===== config.mk =====
export PLATFORM = sky130hd
export DESIGN_NAME = fpu_issue_ctrl
export DESIGN_NICKNAME = d
export VERILOG_FILES = /design/src/rtl/fpu_issue_ctrl_pkg.sv /design/src/rtl/fpu_uprog_rom.sv /design/src/rtl/fpu_issue_ctrl.sv
export SDC_FILE = /design/constraint.sdc
export NUM_CORES = 1
export LEC_CHECK = 0
export ABC_AREA = 1
export CAP_MARGIN = 15
export CORE_MARGIN = 2
export CORE_UTILIZATION = 40
export CTS_CLUSTER_SIZE = 20
export DETAILED_ROUTE_END_ITERATION = 7
export PLACE_DENSITY = 0.71
export SLEW_MARGIN = 25
export SYNTH_ARGS = -nofsm -noshare
export SYNTH_HDL_FRONTEND = slang
export SYNTH_SLANG_ARGS = --single-unit

===== constraint.sdc =====
create_clock -name clk -period 4.75 [get_ports clk]
set_clock_uncertainty 0.2 [all_clocks]
set_input_delay 0.95 -clock clk [delete_from_list [all_inputs] [get_ports clk]]
set_output_delay 0.95 -clock clk [all_outputs]
set_load 0.02 [all_outputs]

===== src/rtl/fpu_issue_ctrl_pkg.sv =====
// Shared opcodes and micro-op field encoding for the FPU issue controller.
// Latency: n/a (constants and types only).
// Backpressure: n/a.
package fpu_issue_ctrl_pkg;

  localparam int FPU_REG_ADDR_WIDTH = 5;
  localparam int FPU_OP_WIDTH       = 5;
  localparam int FPU_REG_COUNT      = 32;

  // Native fpu opcodes
  localparam logic [FPU_OP_WIDTH-1:0] FPU_OPFADD          = 5'd0;
  localparam logic [FPU_OP_WIDTH-1:0] FPU_OPFSUB          = 5'd1;
  localparam logic [FPU_OP_WIDTH-1:0] FPU_OPFMUL          = 5'd2;
  localparam logic [FPU_OP_WIDTH-1:0] FPU_OPFINV_INIT     = 5'd3;
  localparam logic [FPU_OP_WIDTH-1:0] FPU_OPFINV          = 5'd4;
  localparam logic [FPU_OP_WIDTH-1:0] FPU_OPSQRT_INV_INIT = 5'd5;
  localparam logic [FPU_OP_WIDTH-1:0] FPU_OPFCLT          = 5'd6;

  // Macro opcodes, placed in codes the fpu never decodes
  localparam logic [FPU_OP_WIDTH-1:0] FPU_OPFDIV          = 5'd30;
  localparam logic [FPU_OP_WIDTH-1:0] FPU_OPFSQRT         = 5'd31;

  // Register field source for a micro-op
  typedef enum logic [1:0] {
    SEL_X1 = 2'd0,
    SEL_X2 = 2'd1,
    SEL_Y  = 2'd2,
    SEL_S  = 2'd3
  } fld_sel_e;

  typedef struct packed {
    fld_sel_e sel_y;
    fld_sel_e sel_x1;
    fld_sel_e sel_x2;
  } uop_sel_t;

endpackage


===== src/rtl/fpu_uprog_rom.sv =====
// Micro-program ROM: maps (opcode, step index) to the micro-op fields and a last flag.
// Latency: combinational.
// Backpressure: none; the caller chooses when to step the index.
module fpu_uprog_rom
  import fpu_issue_ctrl_pkg::*;
#(
  parameter int OP_W         = FPU_OP_WIDTH,
  parameter int NEWTON_ITERS = 2
) (
  input  logic [OP_W-1:0] i_op,
  input  logic [3:0]      i_idx,
  output logic [OP_W-1:0] o_op,
  output uop_sel_t        o_sel,
  output logic            o_last
);

  localparam logic [3:0] W_LAST_FINV = 4'(NEWTON_ITERS);

  // Decode one micro-op; anything that is not a macro passes straight through
  always_comb begin
    o_op         = i_op;
    o_sel.sel_y  = SEL_Y;
    o_sel.sel_x1 = SEL_X1;
    o_sel.sel_x2 = SEL_X2;
    o_last       = 1'b1;
    if (i_op == OP_W'(FPU_OPFDIV)) begin
      if (i_idx == 4'd0) begin
        o_op         = OP_W'(FPU_OPFINV_INIT);
        o_sel.sel_y  = SEL_S;
        o_sel.sel_x1 = SEL_X2;
        o_last       = 1'b0;
      end else if (i_idx <= W_LAST_FINV) begin
        o_op         = OP_W'(FPU_OPFINV);
        o_sel.sel_y  = SEL_S;
        o_sel.sel_x1 = SEL_X2;
        o_sel.sel_x2 = SEL_S;
        o_last       = 1'b0;
      end else begin
        o_op         = OP_W'(FPU_OPFMUL);
        o_sel.sel_x2 = SEL_S;
      end
    end else if (i_op == OP_W'(FPU_OPFSQRT)) begin
      if (i_idx == 4'd0) begin
        o_op         = OP_W'(FPU_OPSQRT_INV_INIT);
        o_sel.sel_y  = SEL_S;
        o_last       = 1'b0;
      end else begin
        o_op         = OP_W'(FPU_OPFMUL);
        o_sel.sel_x2 = SEL_S;
      end
    end
  end

endmodule


===== src/rtl/fpu_issue_ctrl.sv =====
// Command sequencer in front of the fpu; expands FDIV/FSQRT into micro-op chains with a watchdog.
// Latency: accept->fpu_ready 1 cycle; fpu_valid->rsp_valid 1 cycle; one low GAP cycle between micro-ops.
// Backpressure: cmd_ready only in IDLE; one command in flight, the fpu paces the sequence via fpu_valid.
module fpu_issue_ctrl
  import fpu_issue_ctrl_pkg::*;
#(
  parameter int REG_AW       = FPU_REG_ADDR_WIDTH,
  parameter int OP_W         = FPU_OP_WIDTH,
  parameter int SCRATCH      = FPU_REG_COUNT - 1,
  parameter int NEWTON_ITERS = 2,
  parameter int TIMEOUT      = 64
) (
  input  logic              clk,
  input  logic              rst,
  input  logic              cmd_valid,
  output logic              cmd_ready,
  input  logic [OP_W-1:0]   cmd_op,
  input  logic [REG_AW-1:0] cmd_x1,
  input  logic [REG_AW-1:0] cmd_x2,
  input  logic [REG_AW-1:0] cmd_y,
  input  logic [31:0]       cmd_data,
  output logic              rsp_valid,
  output logic [31:0]       rsp_data,
  output logic              rsp_cond,
  output logic              rsp_err,
  output logic              busy,
  output logic [REG_AW-1:0] fpu_x1,
  output logic [REG_AW-1:0] fpu_x2,
  output logic [REG_AW-1:0] fpu_y,
  output logic [OP_W-1:0]   fpu_op,
  output logic [31:0]       fpu_in_data,
  output logic              fpu_ready,
  input  logic              fpu_valid,
  input  logic [31:0]       fpu_out_data,
  input  logic              fpu_cond
);

  localparam logic [1:0] ST_IDLE  = 2'd0;
  localparam logic [1:0] ST_ISSUE = 2'd1;
  localparam logic [1:0] ST_GAP   = 2'd2;

  localparam int               WD_W = $clog2(TIMEOUT + 1);
  localparam logic [WD_W-1:0]  W_WD_MAX = WD_W'(TIMEOUT);
  localparam logic [REG_AW-1:0] W_S = REG_AW'(SCRATCH);

  logic [1:0]        r_state;
  logic [OP_W-1:0]   r_op;
  logic [REG_AW-1:0] r_x1, r_x2, r_y;
  logic [3:0]        r_idx;
  logic [WD_W-1:0]   r_wd;
  logic              r_rsp_valid, r_rsp_err;
  logic [31:0]       r_rsp_data;
  logic [OP_W-1:0]   r_fpu_op;
  logic [REG_AW-1:0] r_fpu_x1, r_fpu_x2, r_fpu_y;
  logic [31:0]       r_fpu_in_data;

  logic              w_idle, w_issue, w_accept, w_macro, w_conflict, w_start;
  logic              w_done, w_timeout, w_load, w_last;
  logic [OP_W-1:0]   w_rom_op_in, w_rom_op;
  logic [3:0]        w_rom_idx;
  logic [REG_AW-1:0] w_src_x1, w_src_x2, w_src_y;
  uop_sel_t          w_sel;

  function automatic logic [REG_AW-1:0] sel_addr(input fld_sel_e s, input logic [REG_AW-1:0] a1,
                                                 input logic [REG_AW-1:0] a2, input logic [REG_AW-1:0] ay);
    case (s)
      SEL_X1:  return a1;
      SEL_X2:  return a2;
      SEL_Y:   return ay;
      default: return W_S;
    endcase
  endfunction

  assign w_idle     = (r_state == ST_IDLE);
  assign w_issue    = (r_state == ST_ISSUE);
  assign w_accept   = cmd_valid && w_idle;
  assign w_macro    = (cmd_op == OP_W'(FPU_OPFDIV)) || (cmd_op == OP_W'(FPU_OPFSQRT));
  assign w_conflict = w_macro && ((cmd_x1 == W_S) || (cmd_x2 == W_S) || (cmd_y == W_S));
  assign w_start    = w_accept && !w_conflict;
  assign w_done     = w_issue && fpu_valid;
  assign w_timeout  = w_issue && !fpu_valid && (r_wd == W_WD_MAX);
  assign w_load     = w_start || (r_state == ST_GAP);

  // In IDLE the ROM looks at the incoming command so step 0 can be loaded on accept
  assign w_rom_op_in = w_idle ? cmd_op : r_op;
  assign w_rom_idx   = w_idle ? 4'd0   : r_idx;
  assign w_src_x1    = w_idle ? cmd_x1 : r_x1;
  assign w_src_x2    = w_idle ? cmd_x2 : r_x2;
  assign w_src_y     = w_idle ? cmd_y  : r_y;

  fpu_uprog_rom #(
    .OP_W         (OP_W),
    .NEWTON_ITERS (NEWTON_ITERS)
  ) u_rom (
    .i_op   (w_rom_op_in),
    .i_idx  (w_rom_idx),
    .o_op   (w_rom_op),
    .o_sel  (w_sel),
    .o_last (w_last)
  );

  // Sequencer state, command latch, step index and watchdog
  always_ff @(posedge clk or posedge rst) begin
    if (rst) begin
      r_state <= ST_IDLE;
      r_op    <= '0;
      r_x1    <= '0;
      r_x2    <= '0;
      r_y     <= '0;
      r_idx   <= '0;
      r_wd    <= '0;
    end else begin
      case (r_state)
        ST_IDLE: begin
          if (w_start) begin
            r_op    <= cmd_op;
            r_x1    <= cmd_x1;
            r_x2    <= cmd_x2;
            r_y     <= cmd_y;
            r_idx   <= 4'd0;
            r_wd    <= '0;
            r_state <= ST_ISSUE;
          end
        end
        ST_ISSUE: begin
          if (fpu_valid) begin
            r_wd    <= '0;
            r_idx   <= r_idx + 4'd1;
            r_state <= w_last ? ST_IDLE : ST_GAP;
          end else if (r_wd == W_WD_MAX) begin
            r_wd    <= '0;
            r_state <= ST_IDLE;
          end else begin
            r_wd <= r_wd + 1'b1;
          end
        end
        ST_GAP:  r_state <= ST_ISSUE;
        default: r_state <= ST_IDLE;
      endcase
    end
  end

  // fpu fields are registered so they hold steady for the whole ISSUE state
  always_ff @(posedge clk or posedge rst) begin
    if (rst) begin
      r_fpu_op      <= '0;
      r_fpu_x1      <= '0;
      r_fpu_x2      <= '0;
      r_fpu_y       <= '0;
      r_fpu_in_data <= '0;
    end else begin
      if (w_load) begin
        r_fpu_op <= w_rom_op;
        r_fpu_x1 <= sel_addr(w_sel.sel_x1, w_src_x1, w_src_x2, w_src_y);
        r_fpu_x2 <= sel_addr(w_sel.sel_x2, w_src_x1, w_src_x2, w_src_y);
        r_fpu_y  <= sel_addr(w_sel.sel_y,  w_src_x1, w_src_x2, w_src_y);
      end
      if (w_start) r_fpu_in_data <= cmd_data;
    end
  end

  // Completion pulse, error flag and captured result
  always_ff @(posedge clk or posedge rst) begin
    if (rst) begin
      r_rsp_valid <= 1'b0;
      r_rsp_err   <= 1'b0;
      r_rsp_data  <= '0;
    end else begin
      r_rsp_valid <= (w_done && w_last) || w_timeout || (w_accept && w_conflict);
      r_rsp_err   <= w_timeout || (w_accept && w_conflict);
      if (w_done) r_rsp_data <= fpu_out_data;
    end
  end

  assign cmd_ready   = w_idle;
  assign busy        = !w_idle;
  assign fpu_ready   = w_issue;
  assign fpu_op      = r_fpu_op;
  assign fpu_x1      = r_fpu_x1;
  assign fpu_x2      = r_fpu_x2;
  assign fpu_y       = r_fpu_y;
  assign fpu_in_data = r_fpu_in_data;
  assign rsp_valid   = r_rsp_valid;
  assign rsp_err     = r_rsp_err;
  assign rsp_data    = r_rsp_data;
  assign rsp_cond    = fpu_cond;

endmodule

# Yosys cells after proc, flatten, opt, wreduce, memory -nomap -nowiden
# Cells that the tools add are included.
# word_totals
reg_bits	119
input_bits	89
out_inout_bits	90
elab_cells	104
# classes
n_addsub	2
order_cmp	1
n_eq_ne	19
n_mux	39
n_reduce_logical	28
# op_table
op	n
5-bit case mux with 3 select lines	3
5-bit == test (second input constant)	7
5-bit 2-to-1 mux	7
7-bit 2-to-1 mux	3
2-bit 2-to-1 mux	10
7-bit case mux with 2 select lines	1
3-bit 2-to-1 mux	4
4-bit 2-to-1 mux	3
2-bit by 1-bit == test with 1-bit output (second input constant)	4
2-bit == test (second input constant)	4
1-bit logical AND	8
2-bit zero test	4
4-bit case mux with 2 select lines	1
7-bit by 1-bit adder with 7-bit output (second input constant)	1
7-bit == test (second input constant)	1
1-bit logical OR	7
1-bit 2-to-1 mux	6
2-bit case mux with 3 select lines	1
2-bit AND reduction	3
4-bit by 1-bit adder with 4-bit output (second input constant)	1
4-bit by 2-bit less-or-equal comparator with 1-bit output (second input constant)	1
4-bit zero test	1
1-bit zero test	3
3-bit by 2-bit != test with 1-bit output (second input constant)	1
4 further kinds	4

# Longest topological paths before layout
# Gate-level depths: netlist of the first run.
# depth
ltp_word	9
mapped_depth	11
depth_no_buf	10

# Cells and area by module
# From an unflattened synthesis of the first run, not the netlist that was laid out.
# unflattened
hier_cells	751
hier_area_um2	5828.1
# by_module_without_submodules
module	n_inst	cells_each	area_each_um2	seq_area_each_um2
fpu_issue_ctrl	1	711	5627.9	2977.9
fpu_uprog_rom	1	40	200.2	0.0

# Worst setup path before layout of the first run
# No wires, ideal clock.
# synth_timing
path_kind	input port to output port
start	input fpu_cond
end	output rsp_cond
arrival_time_ns	1.084
required_time_ns	3.600
slack_ns	2.516
cell_stages	1
n_path_buf	1
cell_sequence	buf_4
# synth_rtl
item	line	source
start: declaration	fpu_issue_ctrl.sv:35	input logic fpu_cond
end: declaration	fpu_issue_ctrl.sv:24	output logic rsp_cond,
# No word-level cell between the ends.

# Worst setup path after layout of the first run
# layout_timing
start	input cmd_x1[2]
end	register r_wd[6]
# layout_via
elab_chain_cells	8
# layout_lines
item	line	source
start: declaration	fpu_issue_ctrl.sv:18	input logic [REG_AW-1:0] cmd_x1,
5-bit == test	fpu_issue_ctrl.sv:78	assign w_conflict = w_macro && ((cmd_x1 == W_S) || (cmd_x2 == W_S) || (cmd_y == W_S));
1-bit logical OR (2 in series)	fpu_issue_ctrl.sv:78	
1-bit logical AND	fpu_issue_ctrl.sv:78	
1-bit zero test	fpu_issue_ctrl.sv:79	assign w_start = w_accept && !w_conflict;
1-bit logical AND	fpu_issue_ctrl.sv:79	
2-bit by 1-bit != test with 1-bit output (no source line)	--	
2-bit AND reduction (no source line)	--	
end signal: assignment	fpu_issue_ctrl.sv:134	r_wd <= r_wd + 1'b1;
end: declaration	fpu_issue_ctrl.sv:50	logic [WD_W-1:0] r_wd;
# Every way passes these cells.
# A chain may end at the register's enable or synchronous reset.

==> flow_metrics.env, run 1 <==
export IMPL_final_area_mm2=0.00775
export IMPL_fin_nets=848
export IMPL_setup_viol=0
export IMPL_start_kind="primary input"
export IMPL_p_comb_share_pct=32.7
export IMPL_fin_crit_ns=3.32
export IMPL_htreeDepth=4
export IMPL_drt_iter0_drc=262
export IMPL_dr_total_vias=4569
export IMPL_tns_ns=0
export IMPL_nFillCells=1115
export IMPL_ys_seq_area_share_pct=56.7
export IMPL_syn_instance_count=585
export IMPL_cts_root_buf="clkbuf_16"
export IMPL_synth_nets=677
export IMPL_synth_top_area_cell="dfrtp_1"
export IMPL_clock_latency_ns=0.41
export IMPL_synth_edf_count=0
export IMPL_cts_tree="done"
export IMPL_p_clk_share_pct=32.2
export IMPL_synth_distinct_cells=27
export IMPL_timing_fmax_mhz=301
export IMPL_area_growth_pct=47.7
export IMPL_die_area_mm2=0.0141
export IMPL_top_layer="met4"
export IMPL_vias_per_cell=4.86
export IMPL_cts_sinks=119
export IMPL_crit_arrival_ns=3.43
export IMPL_wl_met3_mm=1.35
export IMPL_cts_buffer_depth=2
export IMPL_ir_worst_vdd_mv=0.261
export IMPL_p_int_uw=2820
export IMPL_dp_hpwl_mm=9.92
export IMPL_drt_total_wl_mm=13.6
export IMPL_cts_resized_gates=0
export IMPL_placementRows=41
export IMPL_layout_drive_gt1_share_pct=10.7
export IMPL_dr_pass1_iters=4
export IMPL_slew_viol_final=0
export IMPL_syn_area_mm2=0.00525
export IMPL_final_common_cell="nand2_1"
export IMPL_ant_nets=0
export IMPL_switching_share_pct=31.6
export IMPL_track_usage_pct=20.6
export IMPL_holdPathStages=2
export IMPL_ys_seq_elements=119
export IMPL_core_mm2=0.0127
export IMPL_tightest_slew_ns=0.748
export IMPL_grt_pass1_wl_mm=23.0
export IMPL_worst_ep_required_time_ns=4.86
export IMPL_end_kind="register"
export IMPL_hp_class="register to register"
export IMPL_async_flop_share_pct=100
export IMPL_whs_ns=0.276
export IMPL_place_gp_congestion=0.834
export IMPL_cts_buffers=17
export IMPL_p_per_area_mw_per_mm2=532
export IMPL_hold_buffers=0
export IMPL_relSlewSlack_pct=50.1
export IMPL_antenna_cells=0
export IMPL_post_route_drc_count=0
export IMPL_placed_area_mm2=0.00714
export IMPL_power_frac_seq_pct=35.0
export IMPL_ys_top_cells_by_area="dfrtp_1 57%, nand2_1 16%, mux2_2 6.9%, nand3_1 5.0%, o21ai_0 3.3%"
export IMPL_avgSynthCellArea_um2=8.97
export IMPL_grt_max_degree=64
export IMPL_m1WireLength_mm=5.36
export IMPL_cts_reportedPaths_clkPinSlew_ns=0.05
export IMPL_io_buffers=176
export IMPL_wl_per_cell_um=14.4
export IMPL_gr_total_overflow=0
export IMPL_fin_crit_sh_pct=69.9
export IMPL_switchingPower_uw=1300
export IMPL_cap_violations=0
export IMPL_layout_common_cells="222 x nand2_1, 176 x clkdlybuf4s50_1, 119 x dfrtp_1, 52 x nand3_1, 35 x o21ai_0"
export IMPL_finalHoldViolations=0
export IMPL_grt_pass1_vias=4803
export IMPL_die_y_um=119
export IMPL_die_width_um=119
export IMPL_cts_setup_buffers=0
export IMPL_io_pins=179
export IMPL_final_util_pct=60.9
export IMPL_synth_top_area_share_pct=56.7
export IMPL_path_max_fanout=63
export IMPL_yosysWarnings=0
export IMPL_crit_type="primary input to register"
export IMPL_synth_flop_cell="dfrtp_1"
export IMPL_antenna_found_initial=0
export IMPL_rsz0062_at_grt="false"
export IMPL_reg2reg_depth=7
export IMPL_wl_met2_mm=6.63
export IMPL_p_leak_uw=0.00369
export IMPL_start_util_pct=41.2
export IMPL_outcome="complete, no violations"
[kinds of logic (layout without fill, tap and decap cells)]
kind of cell | count (synthesis) | count (layout) | synth area share, %
AO/OA/AOI/OAI | 45 | 45 | 4.44
XOR/XNOR | 4 | 4 | 0.668
adder cells (fa/ha/maj) | 3 | 3 | 0.715
buffers and inverters | 66 | 250 | 5.32
flip-flops | 119 | 119 | 56.7
multiplexers | 32 | 32 | 6.87
AND/OR/NAND/NOR | 316 | 316 | 25.3
[routing by layer]
layer  track usage, %  vias to the layer above
li1                 -                     2220
met1             23.8                     2162
met2             34.2                      167
met3             8.40                       20
met4             7.89                        0
met5                0                        -
[final cells by class]
type                            count  area (µm²)  share of cell area, %
Sequential cell                   119        2980                   38.4
Multi-Input combinational cell    400        1990                   25.7
Timing Repair Buffer              180        1800                   23.3
Clock buffer                       23         468                   6.04
Tap cell                          172         215                   2.78
Clock inverter                      9         148                   1.90
Inverter                           38         145                   1.87
[cells in the mapped netlist (2+ instances only)]
| library cell | count |
|---|---|
| nor2_4 | 3 |
| inv_2 | 3 |
| xor2_1 | 3 |
| nand2_1 | 223 |
| a21oi_1 | 6 |
| nor2_1 | 21 |
| nand3_1 | 52 |
| o21ai_1 | 2 |
| buf_2 | 16 |
| dfrtp_1 | 119 |
| nand4_1 | 7 |
| o21ai_0 | 35 |
| ha_1 | 3 |
| clkbuf_1 | 9 |
| inv_1 | 35 |
| nand2_2 | 6 |
| mux2_2 | 32 |
[state kept, by name (all words and copies together), names as in the netlist, 2 cells and up]
signal / count
fpu_in_data: 32
fpu_y: 5
r_state: 2
r_idx: 4
fpu_x2: 5
r_x1: 5
r_y: 5
r_x2: 5
rsp_data: 32
fpu_op: 5
r_wd: 7
r_op: 5
fpu_x1: 5
[worst max-delay path, stage by stage]
cell and delay (ns):
clkdlybuf4s50_1 0.48, nand2_1 0.06, nor2_1 0.09, nand2_1 0.08, nand3_1 0.13, nand2_1 0.09, nand2_2 0.49, buf_4 0.60
nand2_1 0.23, o21ai_0 0.23
[worst paths after layout]
path,startpoint,to,slack (ns)
worst min-delay path,fpu_in_data[10],fpu_in_data[10],0.28
worst min register to register,fpu_in_data[10],fpu_in_data[10],0.28
max in group asynchronous,rst,r_x1[1],2.73
worst max-delay path,cmd_x1[2],r_wd[6],1.43
min in group asynchronous,rst,rsp_data[14],0.82
worst max register to register,r_state[1],r_wd[6],2.07
[power groups by stage]
stage          Clock [µW]  Sequential, µW  Combinational [µW]
3_3_place_gp            0            1440                1340
6_report             1330            1440                1350
4_1_cts              1360            1440                1370
2_1_floorplan           0            1700                 453
3_5_place_dp            0            1460                1360
5_1_grt              1400            1480                1460
[per-stage QoR]
step,setup slack [ns],std cells,total power [µW]
6_report,1.43,941,4120
5_1_grt,1.18,941,4340
4_1_cts,1.43,941,4170
3_5_place_dp,1.00,909,2820
3_3_place_gp,1.05,909,2780
2_1_floorplan,0.443,585,2150
(Power assumes the default switching activity.)
==> inputs of run 2 (changes only) <==
clock period = 3.4 ns   (was 4.75 ns; I/O delays follow)
==> flow_metrics.env, run 2 (same netlist as run 1, synthesis figures left out) <==
export IMPL_die_area_mm2=0.0141
export IMPL_fin_crit_ns=2.83
export IMPL_whs_ns=0.275
export IMPL_tns_ns=0
export IMPL_vias_per_cell=4.89
export IMPL_cts_setup_buffers=0
export IMPL_dp_hpwl_mm=10.2
export IMPL_placementRows=41
export IMPL_finalHoldViolations=0
export IMPL_slew_viol_final=0
export IMPL_p_per_area_mw_per_mm2=718
export IMPL_end_kind="output port"
export IMPL_cts_resized_gates=0
export IMPL_timing_fmax_mhz=354
export IMPL_clock_latency_ns=0.40
export IMPL_cts_buffer_depth=2
export IMPL_crit_family="buffers and inverters"
export IMPL_crit_type="register to output port"
export IMPL_htreeDepth=4
export IMPL_die_y_um=119
export IMPL_final_common_cell="nand2_1"
export IMPL_relSlewSlack_pct=48.5
export IMPL_track_usage_pct=21.0
export IMPL_hp_class="register to register"
export IMPL_gr_total_overflow=0
export IMPL_fin_nets=854
export IMPL_cap_violations=0
export IMPL_rsz0062_at_grt="false"
export IMPL_worst_ep_required_time_ns=2.52
export IMPL_hold_buffers=0
export IMPL_setup_viol=0
export IMPL_io_buffers=176
export IMPL_antenna_found_initial=0
export IMPL_ant_nets=0
export IMPL_cts_root_buf="clkbuf_16"
export IMPL_holdPathStages=2
export IMPL_fin_crit_sh_pct=83.1
export IMPL_outcome="complete, no violations"
export IMPL_cts_buffers=17
export IMPL_path_max_fanout=27
export IMPL_start_kind="register"
export IMPL_cts_reportedPaths_clkPinSlew_ns=0.05
export IMPL_cpPeakStageDelay_ns=0.65
export IMPL_tightest_slew_ns=0.771
export IMPL_cts_tree="done"
export IMPL_p_leak_uw=0.00371
export IMPL_drt_iter0_drc=266
export IMPL_core_mm2=0.0127
export IMPL_start_util_pct=41.2
export IMPL_r2r_start="r_state[0]"
export IMPL_antenna_cells=0
export IMPL_rrSetupSlack_ns=1.07
export IMPL_cts_sinks=119
export IMPL_layout_common_cells="222 x nand2_1, 176 x clkdlybuf4s50_1, 119 x dfrtp_1, 52 x nand3_1, 35 x o21ai_0"
export IMPL_min_from="fpu_in_data[31]"
export IMPL_wl_per_cell_um=14.9
export IMPL_grt_pass1_vias=4838
export IMPL_die_width_um=119
export IMPL_hold_path_end="fpu_in_data[31]"
export IMPL_timing_rr_end="fpu_y[4]"
export IMPL_grt_max_degree=70
export IMPL_crit_path_top_delay_cell="clkdlybuf4s50_1"
export IMPL_path_cells="nor2_4, buf_4, clkdlybuf4s50_1"
export IMPL_place_gp_congestion=0.853
export IMPL_post_route_drc_count=0
export IMPL_layout_drive_gt1_share_pct=11.0
export IMPL_final_util_pct=61.1
export IMPL_drt_total_wl_mm=14.1
export IMPL_dr_pass1_iters=4
export IMPL_dr_total_vias=4626
export IMPL_grt_pass1_wl_mm=23.5
export IMPL_path_buf_inv=2
export IMPL_io_pins=179
export IMPL_area_growth_pct=48.1
export IMPL_ir_worst_vdd_mv=0.499
export IMPL_crit_arrival_ns=1.95
export IMPL_reg2reg_depth=5
-- run 2: power breakdown --
group          internal (µW)  switching, µW  total, µW
clock network           1060            589       1650
registers               1800            231       2030
logic                    899           1000       1900
total                   3760           1820       5580
-- run 2: worst max-delay path by stage --
stage	from	to	slack [ns]	cells past startpoint
floorplan	rst	fpu_in_data[0]	1.06	1
global placement	cmd_x1[2]	fpu_in_data[4]	0.61	12
detailed placement	cmd_y[2]	fpu_in_data[21]	0.57	12
CTS	r_state[1]	cmd_ready	0.56	3
global route	r_state[1]	cmd_ready	0.49	3
finish	r_state[1]	cmd_ready	0.57	3
-- run 2: layout make-up --
| class | instances | area [µm²] |
|---|---|---|
| Clock buffer | 29 | 541 |
| Clock inverter | 2 | 10.0 |
| Fill cell | 1115 | 4950 |
| Inverter | 38 | 146 |
| Multi-Input combinational cell | 400 | 1990 |
| Sequential cell | 119 | 2980 |
| Tap cell | 172 | 215 |
| Timing Repair Buffer | 186 | 1890 |
-- run 2: through the flow --
| step | power (µW) | cell area, µm² | std cells | setup WS [ns] |
|---|---|---|---|---|
| 2_1_floorplan | 3000 | 5250 | 585 | 1.06 |
| 6_report | 5580 | 7770 | 946 | 0.574 |
| 3_3_place_gp | 3890 | 7200 | 914 | 0.613 |
| 4_1_cts | 5620 | 7750 | 945 | 0.561 |
| 5_1_grt | 5880 | 7770 | 946 | 0.487 |
| 3_5_place_dp | 3950 | 7200 | 914 | 0.573 |
-- run 2: tightest hold or removal path, stage by stage (launching register included) --
cell and delay (ns):
dfrtp_1 0.33, nand2_1 0.05, nand2_1 0.05
-- run 2: routing by layer --
metal	GRT usage (%)	vias up	wire [µm]
li1	-	2225	-
met1	24.5	2227	5730
met2	35.2	152	6980
met3	8.54	22	1140
met4	6.62	0	230
met5	0	-	0
==> inputs of run 3 (changes only) <==
PLACE_DENSITY = 0.74   (was 0.71)
clock period = 2.45 ns   (was 3.4 ns; I/O delays follow)
==> flow_metrics.env, run 3 (same netlist as run 1, synthesis figures left out) <==
export IMPL_path_buf_inv=1
export IMPL_nFillCells=1126
export IMPL_wl_per_cell_um=14.8
export IMPL_layout_drive_gt1_share_pct=11.1
export IMPL_layout_common_cells="222 x nand2_1, 173 x clkdlybuf4s50_1, 119 x dfrtp_1, 52 x nand3_1, 35 x o21ai_0"
export IMPL_start_kind="register"
export IMPL_placed_area_mm2=0.00727
export IMPL_tns_ns=0
export IMPL_io_buffers=176
export IMPL_rsz0062_at_grt="false"
export IMPL_antenna_cells=0
export IMPL_fin_crit_sh_pct=89.8
export IMPL_crit_arrival_ns=1.51
export IMPL_final_area_mm2=0.00777
export IMPL_core_mm2=0.0127
export IMPL_slew_viol_final=0
export IMPL_timing_rr_end="rsp_valid"
export IMPL_path_cells="nor2_4, dlygate4sd2_1"
export IMPL_dr_total_vias=4617
export IMPL_area_growth_pct=48.2
export IMPL_cts_root_buf="clkbuf_16"
export IMPL_path_max_fanout=14
export IMPL_die_area_mm2=0.0141
export IMPL_ir_worst_vdd_mv=0.670
export IMPL_post_route_drc_count=0
export IMPL_hold_path_end="fpu_in_data[27]"
export IMPL_place_gp_congestion=0.870
export IMPL_final_common_cell="nand2_1"
export IMPL_ant_nets=0
export IMPL_cts_buffers=17
export IMPL_r2r_start="r_state[0]"
export IMPL_switchingPower_uw=2530
export IMPL_min_from="fpu_in_data[27]"
export IMPL_dr_pass1_iters=4
export IMPL_setup_viol=0
export IMPL_dp_hpwl_mm=10.2
export IMPL_p_comb_share_pct=35.1
export IMPL_cts_reportedPaths_clkPinSlew_ns=0.05
export IMPL_vias_per_cell=4.88
export IMPL_outcome="complete, no violations"
export IMPL_io_pins=179
export IMPL_holdPathStages=2
export IMPL_p_clk_share_pct=28.1
export IMPL_end_kind="output port"
export IMPL_cts_tree="done"
export IMPL_relSlewSlack_pct=77.2
export IMPL_die_width_um=119
export IMPL_antenna_found_initial=0
export IMPL_fin_crit_ns=2.20
export IMPL_hp_class="register to register"
export IMPL_track_usage_pct=20.9
export IMPL_timing_fmax_mhz=455
export IMPL_power_frac_seq_pct=36.8
export IMPL_cpPeakStageDelay_ns=0.43
export IMPL_placementRows=41
export IMPL_crit_path_top_delay_cell="dfrtp_1"
export IMPL_p_leak_uw=0.00372
export IMPL_start_util_pct=41.2
export IMPL_clock_latency_ns=0.41
export IMPL_drt_iter0_drc=285
export IMPL_finalHoldViolations=0
export IMPL_worst_ep_required_time_ns=1.76
export IMPL_fin_nets=856
export IMPL_rrSetupSlack_ns=0.37
export IMPL_reg2reg_depth=8
export IMPL_switching_share_pct=33.2
export IMPL_cp_depth=2
export IMPL_grt_max_degree=58
export IMPL_crit_family="flip-flops"
export IMPL_cts_buffer_depth=2
export IMPL_gr_total_overflow=0
export IMPL_p_per_area_mw_per_mm2=980
export IMPL_die_y_um=119
export IMPL_tightest_slew_ns=0.341
export IMPL_grt_pass1_vias=4667
export IMPL_p_int_uw=5100
export IMPL_cts_sinks=119
export IMPL_htreeDepth=4
export IMPL_grt_pass1_wl_mm=23.2
export IMPL_cap_violations=0
export IMPL_hold_buffers=0
export IMPL_crit_type="register to output port"
export IMPL_drt_total_wl_mm=14.0
## run 3: cell types whose count changed in the layout (fill, tap and decap cells not counted), sizes merged
cell	change
buf	+2
clkbuf	-5
clkdlybuf4s50	-3
clkinv	+3
dlygate4sd2	+3
## run 3: cell type report
cell class	count	area, µm²	area share (%)
Sequential cell	119	2980	38.3
Tap cell	172	215	2.77
Clock inverter	5	25.0	0.322
Clock buffer	24	482	6.20
Multi-Input combinational cell	400	1990	25.6
Timing Repair Buffer	188	1940	24.9
Inverter	38	146	1.88
## run 3: worst max path at each step
| stage | startpoint | endpoint |
|---|---|---|
| after CTS | r_state[0] | cmd_ready |
| after floorplan | rst | fpu_in_data[0] |
| after global placement | cmd_x1[3] | fpu_x1[3] |
| final | r_state[0] | cmd_ready |
| after global routing | r_state[0] | cmd_ready |
| after detailed placement | cmd_x1[1] | r_x1[3] |
## run 3: per-stage QoR
| stage | utilization [%] | hold WS, ns | setup slack [ns] | total power, µW | std cells |
|---|---|---|---|---|---|
| final | 61.1 | 0.276 | 0.251 | 7620 | 946 |
| after global routing | 61.1 | 0.304 | 0.160 | 8040 | 946 |
| after CTS | 61.1 | 0.279 | 0.231 | 7700 | 946 |
| after detailed placement | 57.2 | 0.265 | 0.0873 | 5520 | 917 |
| after global placement | 57.2 | 0.262 | 0.137 | 5440 | 917 |
| after floorplan | - | 0.243 | 0.305 | 4170 | 585 |
## run 3: worst reg2reg max path, stage by stage (launching register included)
cell     delay (ns)
dfrtp_1        0.43
nor2_4         0.30
nand2_1        0.12
nand2_2        0.15
nand2_1        0.11
nor2_4         0.27
o21ai_2        0.19
nand3_1        0.12
nand3_1        0.08
## run 3: what timing repair did
item / CTS / global route
setup endpoints to repair: 3 / 0
setup buffers: 0 / 0
resized for setup: 3 / 0
## run 3: per-layer routing
metal  share of wire [%]  global-route usage, %  vias to the layer above
met5                   0                      0                        -
met4                 1.8                   7.22                        0
met3                 8.9                   8.88                       22
met2                  50                   34.8                      195
met1                  39                   24.0                     2173
li1                    -                      -                     2227
## run 3: power by group through the flow
stage	Sequential (µW)	Combinational, µW	Clock [µW]
CTS	2800	2710	2190
global route	2860	2880	2290
floorplan	3290	879	0
global placement	2800	2640	0
detailed placement	2820	2700	0
finish	2800	2680	2140
